`src/rtl/syslatch_pkg.sv`:
```
// syslatch_pkg
// Shared definitions for the system-latch write sequencer:
//   - state_t      : sequencer states (init walk + normal write path)
//   - REG_*        : 4-bit latch codes {data, bit[2:0]} as seen on LATCH_ADDR
//   - BIT_*        : latch bit indices inside SLATCH_MIRROR
//   - latch_code() : builds a latch code from a data value and bit index
//   - is_init()    : true for the three init-walk states
package syslatch_pkg;

  typedef enum logic [2:0] {
    ST_INIT_SETUP  = 3'd0,
    ST_INIT_STROBE = 3'd1,
    ST_INIT_HOLD   = 3'd2,
    ST_IDLE        = 3'd3,
    ST_SETUP       = 3'd4,
    ST_STROBE      = 3'd5,
    ST_HOLD        = 3'd6
  } state_t;

  // Latch codes: bit 3 is the value written, bits 2:0 select the latch bit.
  localparam logic [3:0] REG_NOSHADOW   = 4'h0;
  localparam logic [3:0] REG_SWPBIOS    = 4'h1;
  localparam logic [3:0] REG_CRDUNLOCK1 = 4'h2;
  localparam logic [3:0] REG_CRDLOCK2   = 4'h3;
  localparam logic [3:0] REG_CRDREGSEL  = 4'h4;
  localparam logic [3:0] REG_BRDFIX     = 4'h5;
  localparam logic [3:0] REG_SRAMLOCK   = 4'h6;
  localparam logic [3:0] REG_PALBANK1   = 4'h7;
  localparam logic [3:0] REG_SHADOW     = 4'h8;
  localparam logic [3:0] REG_SWPROM     = 4'h9;
  localparam logic [3:0] REG_CRDLOCK1   = 4'hA;
  localparam logic [3:0] REG_CRDUNLOCK2 = 4'hB;
  localparam logic [3:0] REG_CRDNORMAL  = 4'hC;
  localparam logic [3:0] REG_CRTFIX     = 4'hD;
  localparam logic [3:0] REG_SRAMUNLOCK = 4'hE;
  localparam logic [3:0] REG_PALBANK0   = 4'hF;

  // Latch bit positions within the mirror.
  localparam int BIT_SHADOW   = 0;
  localparam int BIT_NVEC     = 1;
  localparam int BIT_NCARDWEN = 2;
  localparam int BIT_CARDWENB = 3;
  localparam int BIT_NREGEN   = 4;
  localparam int BIT_NSYSTEM  = 5;
  localparam int BIT_SRAMWEN  = 6;
  localparam int BIT_PALBNK   = 7;

  function automatic logic [3:0] latch_code(input logic value, input logic [2:0] idx);
    return {value, idx};
  endfunction

  function automatic logic is_init(input state_t s);
    return (s == ST_INIT_SETUP) || (s == ST_INIT_STROBE) || (s == ST_INIT_HOLD);
  endfunction

endpackage

```
`src/rtl/syslatch_req_slot.sv`:
```
// syslatch_req_slot
// Decodes 68K writes into the latch window, turns each bus cycle into a single
// one-cycle request, and buffers one request while the sequencer is busy.
// Ports:
//   CLK, nRESET            : clock, synchronous active-low reset
//   M68K_ADDR[23:1]        : 68K address bus
//   M68K_RW, nAS, nLDS     : 68K bus controls
//   busy                   : sequencer is not idle
//   take                   : sequencer consumes the pending slot this cycle
//   req, req_addr          : registered request pulse and its latch code
//   slot_full, slot_addr   : pending slot state
//   overrun                : one-cycle pulse when a request is dropped
module syslatch_req_slot #(
  parameter logic [23:0] BASE_ADDR = 24'h3A0000
) (
  input  logic        CLK,
  input  logic        nRESET,
  input  logic [23:1] M68K_ADDR,
  input  logic        M68K_RW,
  input  logic        nAS,
  input  logic        nLDS,
  input  logic        busy,
  input  logic        take,
  output logic        req,
  output logic [3:0]  req_addr,
  output logic        slot_full,
  output logic [3:0]  slot_addr,
  output logic        overrun
);

  logic hit;
  logic hit_q;

  assign hit = !nAS && !M68K_RW && !nLDS && (M68K_ADDR[23:5] == BASE_ADDR[23:5]);

  // A request is the rising edge of the registered hit, so a bus cycle held
  // for many clocks produces exactly one write.
  // When the slot is consumed, a coincident request takes its place; a
  // request arriving while busy with the slot already full is dropped.
  always_ff @(posedge CLK) begin
    if (!nRESET) begin
      hit_q     <= 1'b0;
      req       <= 1'b0;
      req_addr  <= 4'h0;
      slot_full <= 1'b0;
      slot_addr <= 4'h0;
      overrun   <= 1'b0;
    end else begin
      hit_q   <= hit;
      req     <= hit && !hit_q;
      overrun <= req && busy && slot_full;
      if (hit && !hit_q) begin
        req_addr <= M68K_ADDR[4:1];
      end
      if (take) begin
        slot_full <= req;
        if (req) begin
          slot_addr <= req_addr;
        end
      end else if (req && busy && !slot_full) begin
        slot_full <= 1'b1;
        slot_addr <= req_addr;
      end
    end
  end

endmodule

```
`src/rtl/syslatch_seq.sv`:
```
// syslatch_seq
// Generates setup/strobe/hold write cycles (nBITW1) for the addressable system
// latch from 68K writes, after first walking all 8 latch bits to INIT_VALUE.
// Ports:
//   CLK, nRESET            : clock, synchronous active-low reset
//   M68K_ADDR[23:1]        : 68K address bus
//   M68K_RW, nAS, nLDS     : 68K bus controls
//   LATCH_ADDR[3:0]        : {data, bit select} to the latch
//   nBITW1                 : latch write strobe, active low
//   nWAIT                  : low while the pending slot is full or init runs
//   BUSY                   : high whenever the sequencer is not idle
//   OVERRUN                : one-cycle pulse when a request is dropped
//   SLATCH_MIRROR[7:0]     : registered copy of the latch contents
module syslatch_seq
  import syslatch_pkg::*;
#(
  parameter logic [23:0] BASE_ADDR     = 24'h3A0000,
  parameter logic [7:0]  INIT_VALUE    = 8'h00,
  parameter int          STROBE_CYCLES = 2
) (
  input  logic        CLK,
  input  logic        nRESET,
  input  logic [23:1] M68K_ADDR,
  input  logic        M68K_RW,
  input  logic        nAS,
  input  logic        nLDS,
  output logic [3:0]  LATCH_ADDR,
  output logic        nBITW1,
  output logic        nWAIT,
  output logic        BUSY,
  output logic        OVERRUN,
  output logic [7:0]  SLATCH_MIRROR
);

  localparam logic [3:0] STROBE_LAST = 4'(STROBE_CYCLES - 1);

  state_t     state;
  logic [2:0] idx;
  logic [2:0] next_idx;
  logic [3:0] cnt;
  logic [3:0] latch_addr;
  logic       nbitw1;
  logic [7:0] mirror;

  logic       req;
  logic [3:0] req_addr;
  logic       slot_full;
  logic [3:0] slot_addr;
  logic       overrun;
  logic       busy;
  logic       take;

  assign busy     = (state != ST_IDLE);
  assign take     = (state == ST_IDLE) && slot_full;
  assign next_idx = idx + 3'd1;

  syslatch_req_slot #(
    .BASE_ADDR (BASE_ADDR)
  ) u_req_slot (
    .CLK       (CLK),
    .nRESET    (nRESET),
    .M68K_ADDR (M68K_ADDR),
    .M68K_RW   (M68K_RW),
    .nAS       (nAS),
    .nLDS      (nLDS),
    .busy      (busy),
    .take      (take),
    .req       (req),
    .req_addr  (req_addr),
    .slot_full (slot_full),
    .slot_addr (slot_addr),
    .overrun   (overrun)
  );

  // Sequencer. LATCH_ADDR is loaded before the strobe falls so it is stable
  // for the whole setup/strobe/hold window. During the init walk the next
  // code is preloaded from INIT_HOLD; INIT_SETUP also loads it so the first
  // bit after reset (when LATCH_ADDR was forced to 0) gets the right code.
  // The mirror is only written from HOLD, so a write cut short by reset is
  // never reflected there.
  always_ff @(posedge CLK) begin
    if (!nRESET) begin
      state      <= ST_INIT_SETUP;
      idx        <= 3'd0;
      cnt        <= 4'd0;
      latch_addr <= 4'h0;
      nbitw1     <= 1'b1;
      mirror     <= 8'h00;
    end else begin
      case (state)
        ST_INIT_SETUP: begin
          latch_addr <= latch_code(INIT_VALUE[idx], idx);
          nbitw1     <= 1'b0;
          cnt        <= STROBE_LAST;
          state      <= ST_INIT_STROBE;
        end
        ST_INIT_STROBE: begin
          if (cnt == 4'd0) begin
            nbitw1 <= 1'b1;
            state  <= ST_INIT_HOLD;
          end else begin
            cnt <= cnt - 4'd1;
          end
        end
        ST_INIT_HOLD: begin
          mirror[idx] <= INIT_VALUE[idx];
          if (idx == 3'd7) begin
            state <= ST_IDLE;
          end else begin
            idx        <= next_idx;
            latch_addr <= latch_code(INIT_VALUE[next_idx], next_idx);
            state      <= ST_INIT_SETUP;
          end
        end
        ST_IDLE: begin
          if (slot_full) begin
            latch_addr <= slot_addr;
            state      <= ST_SETUP;
          end else if (req) begin
            latch_addr <= req_addr;
            state      <= ST_SETUP;
          end
        end
        ST_SETUP: begin
          nbitw1 <= 1'b0;
          cnt    <= STROBE_LAST;
          state  <= ST_STROBE;
        end
        ST_STROBE: begin
          if (cnt == 4'd0) begin
            nbitw1 <= 1'b1;
            state  <= ST_HOLD;
          end else begin
            cnt <= cnt - 4'd1;
          end
        end
        ST_HOLD: begin
          mirror[latch_addr[2:0]] <= latch_addr[3];
          state                   <= ST_IDLE;
        end
        default: begin
          nbitw1 <= 1'b1;
          state  <= ST_INIT_SETUP;
        end
      endcase
    end
  end

  assign LATCH_ADDR    = latch_addr;
  assign nBITW1        = nbitw1;
  assign BUSY          = busy;
  assign nWAIT         = !(slot_full || is_init(state));
  assign OVERRUN       = overrun;
  assign SLATCH_MIRROR = mirror;

endmodule

```
`config.mk`:
```
export PLATFORM = sky130hd
export DESIGN_NAME = syslatch_seq
export DESIGN_NICKNAME = d
export VERILOG_FILES = /design/src/rtl/syslatch_pkg.sv /design/src/rtl/syslatch_req_slot.sv /design/src/rtl/syslatch_seq.sv
export SDC_FILE = /design/constraint.sdc
export NUM_CORES = 1
export LEC_CHECK = 0
export BUFFER_PORTS_ARGS = -buffer_cell sky130_fd_sc_hd__clkbuf_2
export CAP_MARGIN = 10
export CORE_ASPECT_RATIO = 0.75
export CORE_MARGIN = 2
export CORE_UTILIZATION = 33
export CTS_CLUSTER_DIAMETER = 30
export DETAILED_ROUTE_END_ITERATION = 8
export PLACE_DENSITY_LB_ADDON = 0.08
export SLEW_MARGIN = 30
export SYNTH_ARGS = -nofsm -noshare
export SYNTH_HDL_FRONTEND = slang
export SYNTH_SLANG_ARGS = --single-unit
```
`constraint.sdc`:
```
create_clock -name CLK -period 2 [get_ports CLK]
set_input_delay 0.1 -clock CLK [delete_from_list [all_inputs] [get_ports CLK]]
set_output_delay 0.1 -clock CLK [all_outputs]
set_load 0.02 [all_outputs]
```
# Yosys cells after proc, flatten, opt, wreduce, memory -nomap -nowiden
# Memory sizes are Yosys's and may differ from the RTL's. A register that Yosys moved wholly into a read port is not among the register bits.
# Index checks and enable logic that the tools add are counted.
# Widths: inputs -> output; s select.
[word_totals]
mem_bits_rw = 0
input_bits = 28
n_memories = 2
romBits = 16
latchBits = 0
register_bits = 35
[memory_table]
columns = ["name", "depth", "word_bits", "read_ports", "rd_clocked_by_memory_dff", "write_ports", "line_no", "text"]
rows = [
  ["(name not given)", 8, 1, 1, 0, 0, "syslatch_seq.sv:111", "latch_addr <= latch_code(INIT_VALUE[next_idx], next_idx);"],
  ["(name not given)", 8, 1, 1, 1, 0, "syslatch_seq.sv:106", "mirror[idx] <= INIT_VALUE[idx];"],
]
[classes]
multipliers = 0
order_cmp = 5
n_div = 0
add_sub_neg = 2
bitwise_logic = 2
n_reduce_logical = 34
eq_ne = 16
shifts = 0
mux = 29
[ops]
columns = ["operator", "count"]
rows = [
  ["$mux 4", 6],
  ["$pmux 3 s7", 1],
  ["$eq 19x17->1 const B", 1],
  ["$mux 3", 6],
  ["$bwmux 8", 2],
  ["$pmux 8 s2", 1],
  ["$eq 3x3->1 const B", 4],
  ["$lt 3x4->1 const B", 3],
  ["$pmux 4 s3", 1],
  ["$logic_and 1x1->1", 10],
  ["$ne 2x2->1 const B", 4],
  ["$pmux 4 s2", 1],
  ["$reduce_and 2->1", 4],
  ["$mux 1", 7],
  ["$demux 1 s3", 2],
  ["$eq 3x2->1 const B", 2],
  ["$ge 3x1->1 const B", 2],
  ["$logic_not 1->1", 6],
  ["$reduce_and 3->1", 2],
  ["$reduce_bool 2->1", 3],
  ["$logic_not 4->1", 1],
  ["$ne 2x1->1 const B", 2],
  ["$reduce_or 2->1", 2],
  ["$sub 4x1->4 const B", 1],
  ["11 further kinds", 14],
]

# Logic depth before layout (Yosys ltp)
# Gate-level depths: netlist of run 1.
[depth]
depth_word = 6
ltp_mapped = 6
depth_no_buf = 6

# Cells and area by module
# A second synthesis of run 1 with hierarchy kept.
[unflattened]
hier_cells = 202
area_unflattened_um2 = 1904.3
[modules_own_cells]
columns = ["module", "cells_per_inst", "area_per_inst_um2", "seq_area_each_um2", "instances"]
rows = [
  ["syslatch_seq", 152, 1352.5, 460.4, 1],
  ["syslatch_req_slot", 50, 551.8, 240.2, 1],
]

# Worst setup path after synthesis of run 1
# No wires, ideal clock.
[synth_path]
kind = "input port to flip-flop"
start = "in M68K_ADDR[8] in the netlist's numbering"
end = "reg u_req_slot.req_addr[0]"
setup_slack_ns = 0.278
required_ns = 1.928
path_stages = 4
t_arrival_ns = 1.650
path_cell_list = "or4_1 -> or4_4 -> nor4_4 -> mux2i_1"
[synth_between]
elab_chain_cells = 3
[synth_rtl]
columns = ["element", "line_no", "text"]
rows = [
  ["start: declaration", "syslatch_seq.sv:23", "input logic [23:1] M68K_ADDR,"],
  ["$eq 19x17->1", "syslatch_req_slot.sv:34", "assign hit = !nAS && !M68K_RW && !nLDS && (M68K_ADDR[23:5] == BASE_ADDR[23:5]);"],
  ["$logic_and 1x1->1", "syslatch_req_slot.sv:34", ""],
  ["$logic_and 1x1->1", "syslatch_req_slot.sv:52", "if (hit && !hit_q) begin"],
  ["end signal: assignment", "syslatch_req_slot.sv:53", "req_addr <= M68K_ADDR[4:1];"],
  ["end: declaration", "syslatch_req_slot.sv:25", "output logic [3:0] req_addr,"],
]
# No other way between the ends.
# A chain may end at the register's enable or synchronous reset.

# Worst setup path after layout of run 1
[layout_path]
start = "reg idx[0]"
end = "reg latch_addr[0] (netlist: LATCH_ADDR[0])"
[layout_between]
elab_chain_cells = 3
[layout_rtl]
columns = ["element", "line_no", "text"]
rows = [
  ["start: declaration", "syslatch_seq.sv:38", "logic [2:0] idx;"],
  ["start signal: assignment", "syslatch_seq.sv:110", "idx <= next_idx;"],
  ["$add 3x1->3 or $eq 3x3->1 (tied branches)", "syslatch_seq.sv:55, syslatch_seq.sv:107", ""],
  ["$mux 4 or $ne 2x2->1 (tied branches)", "--", ""],
  ["$pmux 4 s3 or $reduce_and 3->1 (tied branches)", "--", ""],
  ["end signal: assignment", "syslatch_seq.sv:92", "latch_addr <= latch_code(INIT_VALUE[idx], idx);"],
  ["end signal: assignment", "syslatch_seq.sv:111", ""],
  ["end signal: assignment", "syslatch_seq.sv:117", "latch_addr <= slot_addr;"],
  ["end: declaration", "syslatch_seq.sv:41", "logic [3:0] latch_addr;"],
]
# Several ways; a longest one is shown, not always the timed one. The select of a mux whose other input is x is not followed.

==> results_dict.tcl, run 1 <==
set metrics [dict create \
    die_h_um 67.3 \
    dr.pass1.iters 5 \
    synth_flop_cell "dfxtp_1" \
    cp.required_ps 2210 \
    gp_congestion 0.761 \
    utilization 0.446 \
    cp_max_fo 6 \
    slew_viol_final 0 \
    power_density_nw_per_um2 790 \
    combPwrFrac 0.186 \
    crit_path_start_kind "flop" \
    dp_cells 325 \
    synthArstFlopShare 0 \
    cts_setup_buffers 0 \
    vias 1594 \
    stdcell_count 333 \
    min_path_type "in2reg" \
    start_util 0.352 \
    cap_violations 0 \
    preCtsSetupSlack_ps 87.3 \
    num-fill-cells 548 \
    clock-root-buffer "clkbuf_8" \
    rsz0062_at_grt "false" \
    grt_antenna_before_repair 0 \
    ys_types 40 \
    grt_pass1_wl_mm 7.00 \
    intPower_mw 1.28 \
    synth_warnings 0 \
    ir_drop_mv 0.369 \
    num_antenna_cells 0 \
    cts_tree "yes" \
    clk_latency_ps 280 \
    synth_cells 211 \
    pwr-share-clk 0.374 \
    final.min_clock_period_ps 1620 \
    finalHoldViolations 0 \
    core_um2 5010 \
    p_seq_frac 0.440 \
    routed_wl_mm 4.00 \
    synth_edf_count 0 \
    fin_ws_ps 385 \
    switching_share 0.276 \
    relSlewSlack 0.692 \
    syn_area_um2 1760 \
    final_antenna_net_count 0 \
    cts_hold_buf 0 \
    cts_sinks 35 \
    reg2reg_slack_ps 380 \
    drive_above_1_share 0.268 \
    clkTransAtPathRegs_ps 70 \
    final_cell_mix "clkbuf_2 (43), dfxtp_1 (35), nand2_1 (25)" \
    worst_slew_pin_slew_ps 458 \
    ys_seq_area_frac 0.398 \
    clockBufferDepth 2 \
    synth.net_count 242 \
    post-route-period-util 0.808 \
    postPlaceCellArea_um2 2120 \
    grt_max_degree 25 \
    area_delta_synth_final_pct 26.8 \
    status "finished clean" \
    p_switching_mw 0.487 \
    die_area_um2 5940 \
    grt_use_total 0.152 \
    drt-initial-drc-count 69 \
    rows 22 \
    avgSynthCellArea_um2 8.35 \
    drc 0 \
    max_freq_ghz 0.619 \
    grt_pass1_vias 1478 \
    cts_resized 0 \
    crit_type "reg2reg" \
    place_hpwl_mm 3.06 \
    nNetsFinal 291 \
    design_area_um2 2230 \
    final_common_cell "clkbuf_2" \
    end_kind "flop" \
    io_buffers 43 \
    die_w_um 88.4 \
    tns_ps 0 \
    cts.htree.levels 2 \
    cts-buffers-inserted 5 \
    finalClockSkew_ps 8.41 \
    vias_per_cell 4.79 \
    overflow 0 \
    leakagePower_nw 0.900 \
    ys_ff_latch 35 \
    wire_per_inst_um 12.0 \
    cp.arrival_ps 1820 \
    io_pins 44 \
    setup_viol 0 \
]
[synth_stat cells (all sizes together) (5+ instances only)]
master   n  area, µm²
nor2b    6       37.5
a21oi   20        100
dfxtp   35        701
clkbuf  14       52.6
nor4     5       46.3
inv      5       18.8
nor3     7       35.0
mux2i   15        150
o21ai   18       90.1
nor2    16       60.1
nand2   26        105
[path summary, 6_finish.rpt]
kind,startpoint,endpoint,cells after the start
max reg2reg,idx[0],LATCH_ADDR[0],7
min reg2reg,u_req_slot.slot_addr[1],u_req_slot.slot_addr[1],2
min,M68K_ADDR[1],u_req_slot.req_addr[0],3
max,idx[0],LATCH_ADDR[0],7
[cells by family after synthesis]
group	synth area share
xor+xnor	0.0199
buf+inv	0.0426
fa+ha+maj	0.0213
mux	0.0980
simple gates	0.251
flops	0.398
compound gates	0.169
[layer usage]
metal  vias up  GRT usage  wire length (µm)
met4         0     0.0455                35
met3         2     0.0367               165
met5         -          0                 0
met2        29      0.204              1560
met1       710      0.236              2240
li1        853          -                 -
[cell type report]
cell class              instances  area (µm²)  share of cell area
clock buffers                   6        82.6              0.0370
clock inverters                 2        35.0              0.0157
repair buffers                 57         320               0.143
multi-input cells             156         986               0.441
well taps                      72        90.1              0.0403
flip-flops and latches         35         701               0.314
inverters                       5        18.8             0.00840
[through the flow]
stage / total power, mW / hold slack [ps]
2_1_floorplan: 1.00 / 242
3_3_place_gp: 1.12 / 333
3_5_place_dp: 1.12 / 337
4_1_cts: 1.79 / 33.8
5_1_grt: 1.86 / 55.5
6_report: 1.77 / 40.2
[power groups by stage]
stage                     clock network (mW)  logic [mW]  registers [mW]
after floorplan                            0       0.219           0.784
after global placement                     0       0.330           0.795
after detailed placement                   0       0.328           0.793
after global routing                   0.711       0.369           0.784
final                                  0.661       0.328           0.777
after CTS                              0.682       0.330           0.776
[worst max-delay path, stage by stage (launching register included)]
cell     delay (ps)
dfxtp_1         320
ha_1            190
ha_1            230
a21o_1          190
a21oi_1         240
buf_4           190
o21ai_1          50
a21oi_1         120
[state kept, by name (all words and copies together), names as in the netlist]
signal	count
u_req_slot.overrun	1
cnt	4
idx	3
u_req_slot.hit_q	1
nBITW1	1
u_req_slot.slot_addr	4
u_req_slot.req_addr	4
u_req_slot.slot_full	1
u_req_slot.req	1
state	3
LATCH_ADDR	4
SLATCH_MIRROR	8
(Power assumes the default switching activity.)
==> run 2: changes to the inputs <==
- clock period: 2 -> 1.65 ns (I/O delays scaled with it)
==> results_dict.tcl, run 2 (synthesized netlist as in run 1, its figures left out) <==
set metrics [dict create \
    cts_hold_buf 0 \
    post-route-period-util 0.923 \
    routed_wl_mm 4.11 \
    grt_max_degree 25 \
    die_h_um 67.3 \
    drc 0 \
    dp_cells 331 \
    postPlaceCellArea_um2 2160 \
    leakagePower_nw 0.917 \
    switching_share 0.307 \
    max_freq_ghz 0.657 \
    nNetsFinal 297 \
    dr.pass1.iters 4 \
    design_area_um2 2250 \
    finalClockSkew_ps 4.51 \
    cp.arrival_ps 1740 \
    cts_tree "yes" \
    grt_use_total 0.152 \
    vias 1620 \
    num_antenna_cells 0 \
    rows 22 \
    cp_max_fo 6 \
    worst_slew_pin_slew_ps 455 \
    preCtsSetupSlack_ps -95.3 \
    die_w_um 88.4 \
    finalHoldViolations 0 \
    tns_ps 0 \
    io_pins 44 \
    cap_violations 0 \
    io_buffers 43 \
    min_path_cells 3 \
    crit_path_start_kind "flop" \
    overflow 0 \
    worst_r2r_path_depth 7 \
    r2r_start "idx[0]" \
    fin_ws_ps 128 \
    die_area_um2 5940 \
    relSlewSlack 0.694 \
    cts_sinks 35 \
    grt_pass1_vias 1480 \
    power_density_nw_per_um2 876 \
    p_switching_mw 0.605 \
    drt-initial-drc-count 105 \
    final_cell_mix "clkbuf_2 (43), dfxtp_1 (35), nand2_1 (25)" \
    reg2reg_slack_ps 130 \
    cts_setup_buffers 0 \
    wire_per_inst_um 12.1 \
    cp.required_ps 1870 \
    start_util 0.352 \
    total_power_mw 1.97 \
    rr_endpoint "LATCH_ADDR[0]" \
    grt_antenna_before_repair 0 \
    hp-start "M68K_ADDR[3]" \
    final_antenna_net_count 0 \
    final.min_clock_period_ps 1520 \
    largest_reg_flops 8 \
    combPwrFrac 0.222 \
    slew_viol_final 0 \
    clock-root-buffer "clkbuf_8" \
    drive_above_1_share 0.292 \
    p_seq_frac 0.468 \
    pwr-share-clk 0.310 \
    crit_type "reg2reg" \
    gp_congestion 0.774 \
    vias_per_cell 4.78 \
    status "finished clean" \
    setup_viol 0 \
    end_kind "flop" \
    worstHoldEndpoint "u_req_slot.req_addr[2]" \
    clkTransAtPathRegs_ps 80 \
    place_hpwl_mm 3.08 \
    stdcell_count 339 \
    cts.htree.levels 2 \
    core_um2 5010 \
    area_delta_synth_final_pct 27.8 \
    clk_latency_ps 290 \
    grt_pass1_wl_mm 6.92 \
    cts-buffers-inserted 5 \
    ir_drop_mv 0.420 \
    utilization 0.449 \
    final_common_cell "clkbuf_2" \
    whs_ps 12.3 \
    intPower_mw 1.37 \
    min_path_type "in2reg" \
    cts_resized 0 \
    clockBufferDepth 2 \
]
[run 2: worst max path at each step]
stage / slack, ps / cells past startpoint / start / endpoint
CTS: 60 / 7 / idx[0] / LATCH_ADDR[0]
detailed placement: -100 / 6 / M68K_ADDR[8] / u_req_slot.req_addr[2]
global placement: -90 / 6 / M68K_ADDR[8] / u_req_slot.req_addr[0]
global route: -5 / 7 / idx[0] / LATCH_ADDR[1]
floorplan: -10 / 4 / M68K_ADDR[8] / u_req_slot.req_addr[0]
finish: 130 / 7 / idx[0] / LATCH_ADDR[0]
[run 2: power by group through the flow]
stage	combinational (mW)	sequential [mW]	clock [mW]
floorplan	0.265	0.951	0
global placement	0.436	0.943	0
detailed placement	0.433	0.941	0
CTS	0.435	0.922	0.626
global route	0.491	0.931	0.661
finish	0.438	0.923	0.610
[run 2: layout make-up]
cell class / count / area (µm²)
well taps: 72 / 90.1
clock buffers: 5 / 68.8
repair buffers: 63 / 365
inverters: 5 / 18.8
clock inverters: 3 / 15.0
multi-input cells: 156 / 992
flip-flops and latches: 35 / 701
fillers: 537 / 2760
[run 2: critical path, stage by stage, from the launching register on]
cell and delay (ps):
dfxtp_1 320, ha_1 200, ha_1 230, a21o_1 210, a21oi_2 170, buf_4 160, o21ai_1 60, a21oi_1 120
[run 2: routing by layer]
metal,GRT usage,part of all wire,up-vias
met3,0.0367,0.048,5
li1,-,-,868
met5,0,0,-
met4,0.0568,0.013,0
met1,0.230,0.55,710
met2,0.204,0.39,37
==> run 3: changes to the inputs <==
- CELL_PAD_IN_SITES_DETAIL_PLACEMENT: not set -> 2
- CELL_PAD_IN_SITES_GLOBAL_PLACEMENT: not set -> 2
- CORE_MARGIN: 2 -> 10
- CORE_UTILIZATION: 33 -> 30
- GPL_ROUTABILITY_DRIVEN: not set -> 0
==> results_dict.tcl, run 3 (synthesized netlist as in run 1, its figures left out) <==
set metrics [dict create \
    core_um2 5770 \
    end_kind "flop" \
    postPlaceCellArea_um2 2170 \
    cp.arrival_ps 1740 \
    ir_drop_mv 0.304 \
    wire_per_inst_um 15.5 \
    power_density_nw_per_um2 910 \
    final_common_cell "clkbuf_2" \
    clockBufferDepth 2 \
    io_pins 44 \
    grt_use_total 0.123 \
    vias 1702 \
    status "finished clean" \
    rr_endpoint "cnt[1]" \
    rsz0062_at_grt "false" \
    cts_tree "yes" \
    slew_viol_final 0 \
    largest_reg_flops 8 \
    finalClockSkew_ps 6.01 \
    cp_max_fo 5 \
    routed_wl_mm 5.35 \
    vias_per_cell 4.92 \
    crit_path_start_kind "flop" \
    switching_share 0.298 \
    place_hpwl_mm 4.14 \
    clock-root-buffer "clkbuf_8" \
    cts.htree.levels 2 \
    grt_pass1_vias 1784 \
    whs_ps 14.3 \
    leakagePower_nw 0.925 \
    grt_max_degree 19 \
    max_freq_ghz 0.662 \
    drc 0 \
    finalHoldViolations 0 \
    grt_pass1_wl_mm 9.17 \
    min_path_type "in2reg" \
    worst_r2r_path_depth 6 \
    r2r_start "cnt[0]" \
    total_power_mw 2.09 \
    clk_latency_ps 290 \
    final_antenna_net_count 0 \
    clkTransAtPathRegs_ps 70 \
    p_switching_mw 0.621 \
    reg2reg_slack_ps 140 \
    rows 24 \
    final.min_clock_period_ps 1510 \
    cts-buffers-inserted 5 \
    drive_above_1_share 0.299 \
    dr.pass1.iters 4 \
    post-route-period-util 0.916 \
    critPathCapture "cnt[1]" \
    relSlewSlack 0.680 \
    io_buffers 43 \
    grt_antenna_before_repair 0 \
    die_h_um 86.4 \
    utilization 0.398 \
    setup_viol 0 \
    cp.required_ps 1880 \
    cts_sinks 35 \
    num-fill-cells 682 \
    die_w_um 108 \
    start_util 0.306 \
    pwr-share-clk 0.337 \
    design_area_um2 2290 \
    cap_violations 0 \
    nNetsFinal 298 \
    die_area_um2 9370 \
    crit_type "reg2reg" \
    combPwrFrac 0.211 \
    tns_ps 0 \
    final_cell_mix "clkbuf_2 (43), dfxtp_1 (35), nand2_1 (25)" \
    drt-initial-drc-count 54 \
    worst_slew_pin_slew_ps 475 \
    intPower_mw 1.47 \
    overflow 0 \
    num_antenna_cells 0 \
    area_delta_synth_final_pct 30.3 \
    p_seq_frac 0.452 \
    startpoint "cnt[0]" \
]
-- run 3: layout make-up --
| cell class | instances | area, µm² | area share |
|---|---|---|---|
| timing repair buffer | 64 | 375 | 0.164 |
| inverter | 5 | 18.8 | 0.00818 |
| tap | 78 | 97.6 | 0.0425 |
| clock buffer | 8 | 100 | 0.0436 |
| multi-input combinational | 156 | 1000 | 0.437 |
| sequential | 35 | 701 | 0.305 |
-- run 3: power groups by stage --
stage | clock network, mW | logic [mW] | registers (mW)
after CTS | 0.735 | 0.441 | 0.944
final | 0.704 | 0.440 | 0.944
after floorplan | 0 | 0.265 | 0.951
after detailed placement | 0 | 0.435 | 0.963
after global placement | 0 | 0.425 | 0.964
after global routing | 0.787 | 0.496 | 0.956
-- run 3: how the worst min path moves through the flow --
stage,from,slack (ps),to,cells past startpoint
2_1_floorplan,M68K_ADDR[1],220,u_req_slot.req_addr[0],2
3_3_place_gp,M68K_ADDR[3],320,u_req_slot.req_addr[2],3
3_5_place_dp,M68K_ADDR[3],320,u_req_slot.req_addr[2],3
4_1_cts,M68K_ADDR[3],10,u_req_slot.req_addr[2],3
5_1_grt,M68K_ADDR[1],30,u_req_slot.req_addr[0],3
6_report,M68K_ADDR[4],10,u_req_slot.req_addr[3],3
-- run 3: metrics by stage --
step | instances | setup slack [ps]
after floorplan | 211 | -12.4
after global placement | 337 | -93.8
after detailed placement | 337 | -98.1
after CTS | 345 | 26.0
after global routing | 346 | 22.6
final | 346 | 138
-- run 3: routing by layer --
layer / GRT usage / routed length (µm) / vias to the layer above
met5: 0 / 0 / -
met4: 0.0287 / 44 / 0
met3: 0.0400 / 212 / 6
met2: 0.194 / 2420 / 19
met1: 0.160 / 2670 / 812
li1: - / - / 865
-- run 3: worst max-delay path: stages (launching register included) --
cell,delay [ps]
dfxtp_1,330
inv_1,70
ha_1,220
nor3b_2,170
nor2_2,230
mux2_1,350
nor2_1,80
-- run 3: timing repair --
action | 4_1_cts | 5_1_grt
gates resized for setup | 1 | 4
setup buffers | 0 | 0
hold buffers | 0 | 1
endpoints found under the hold margin | 0 | 1
setup endpoints to repair | 1 | 8
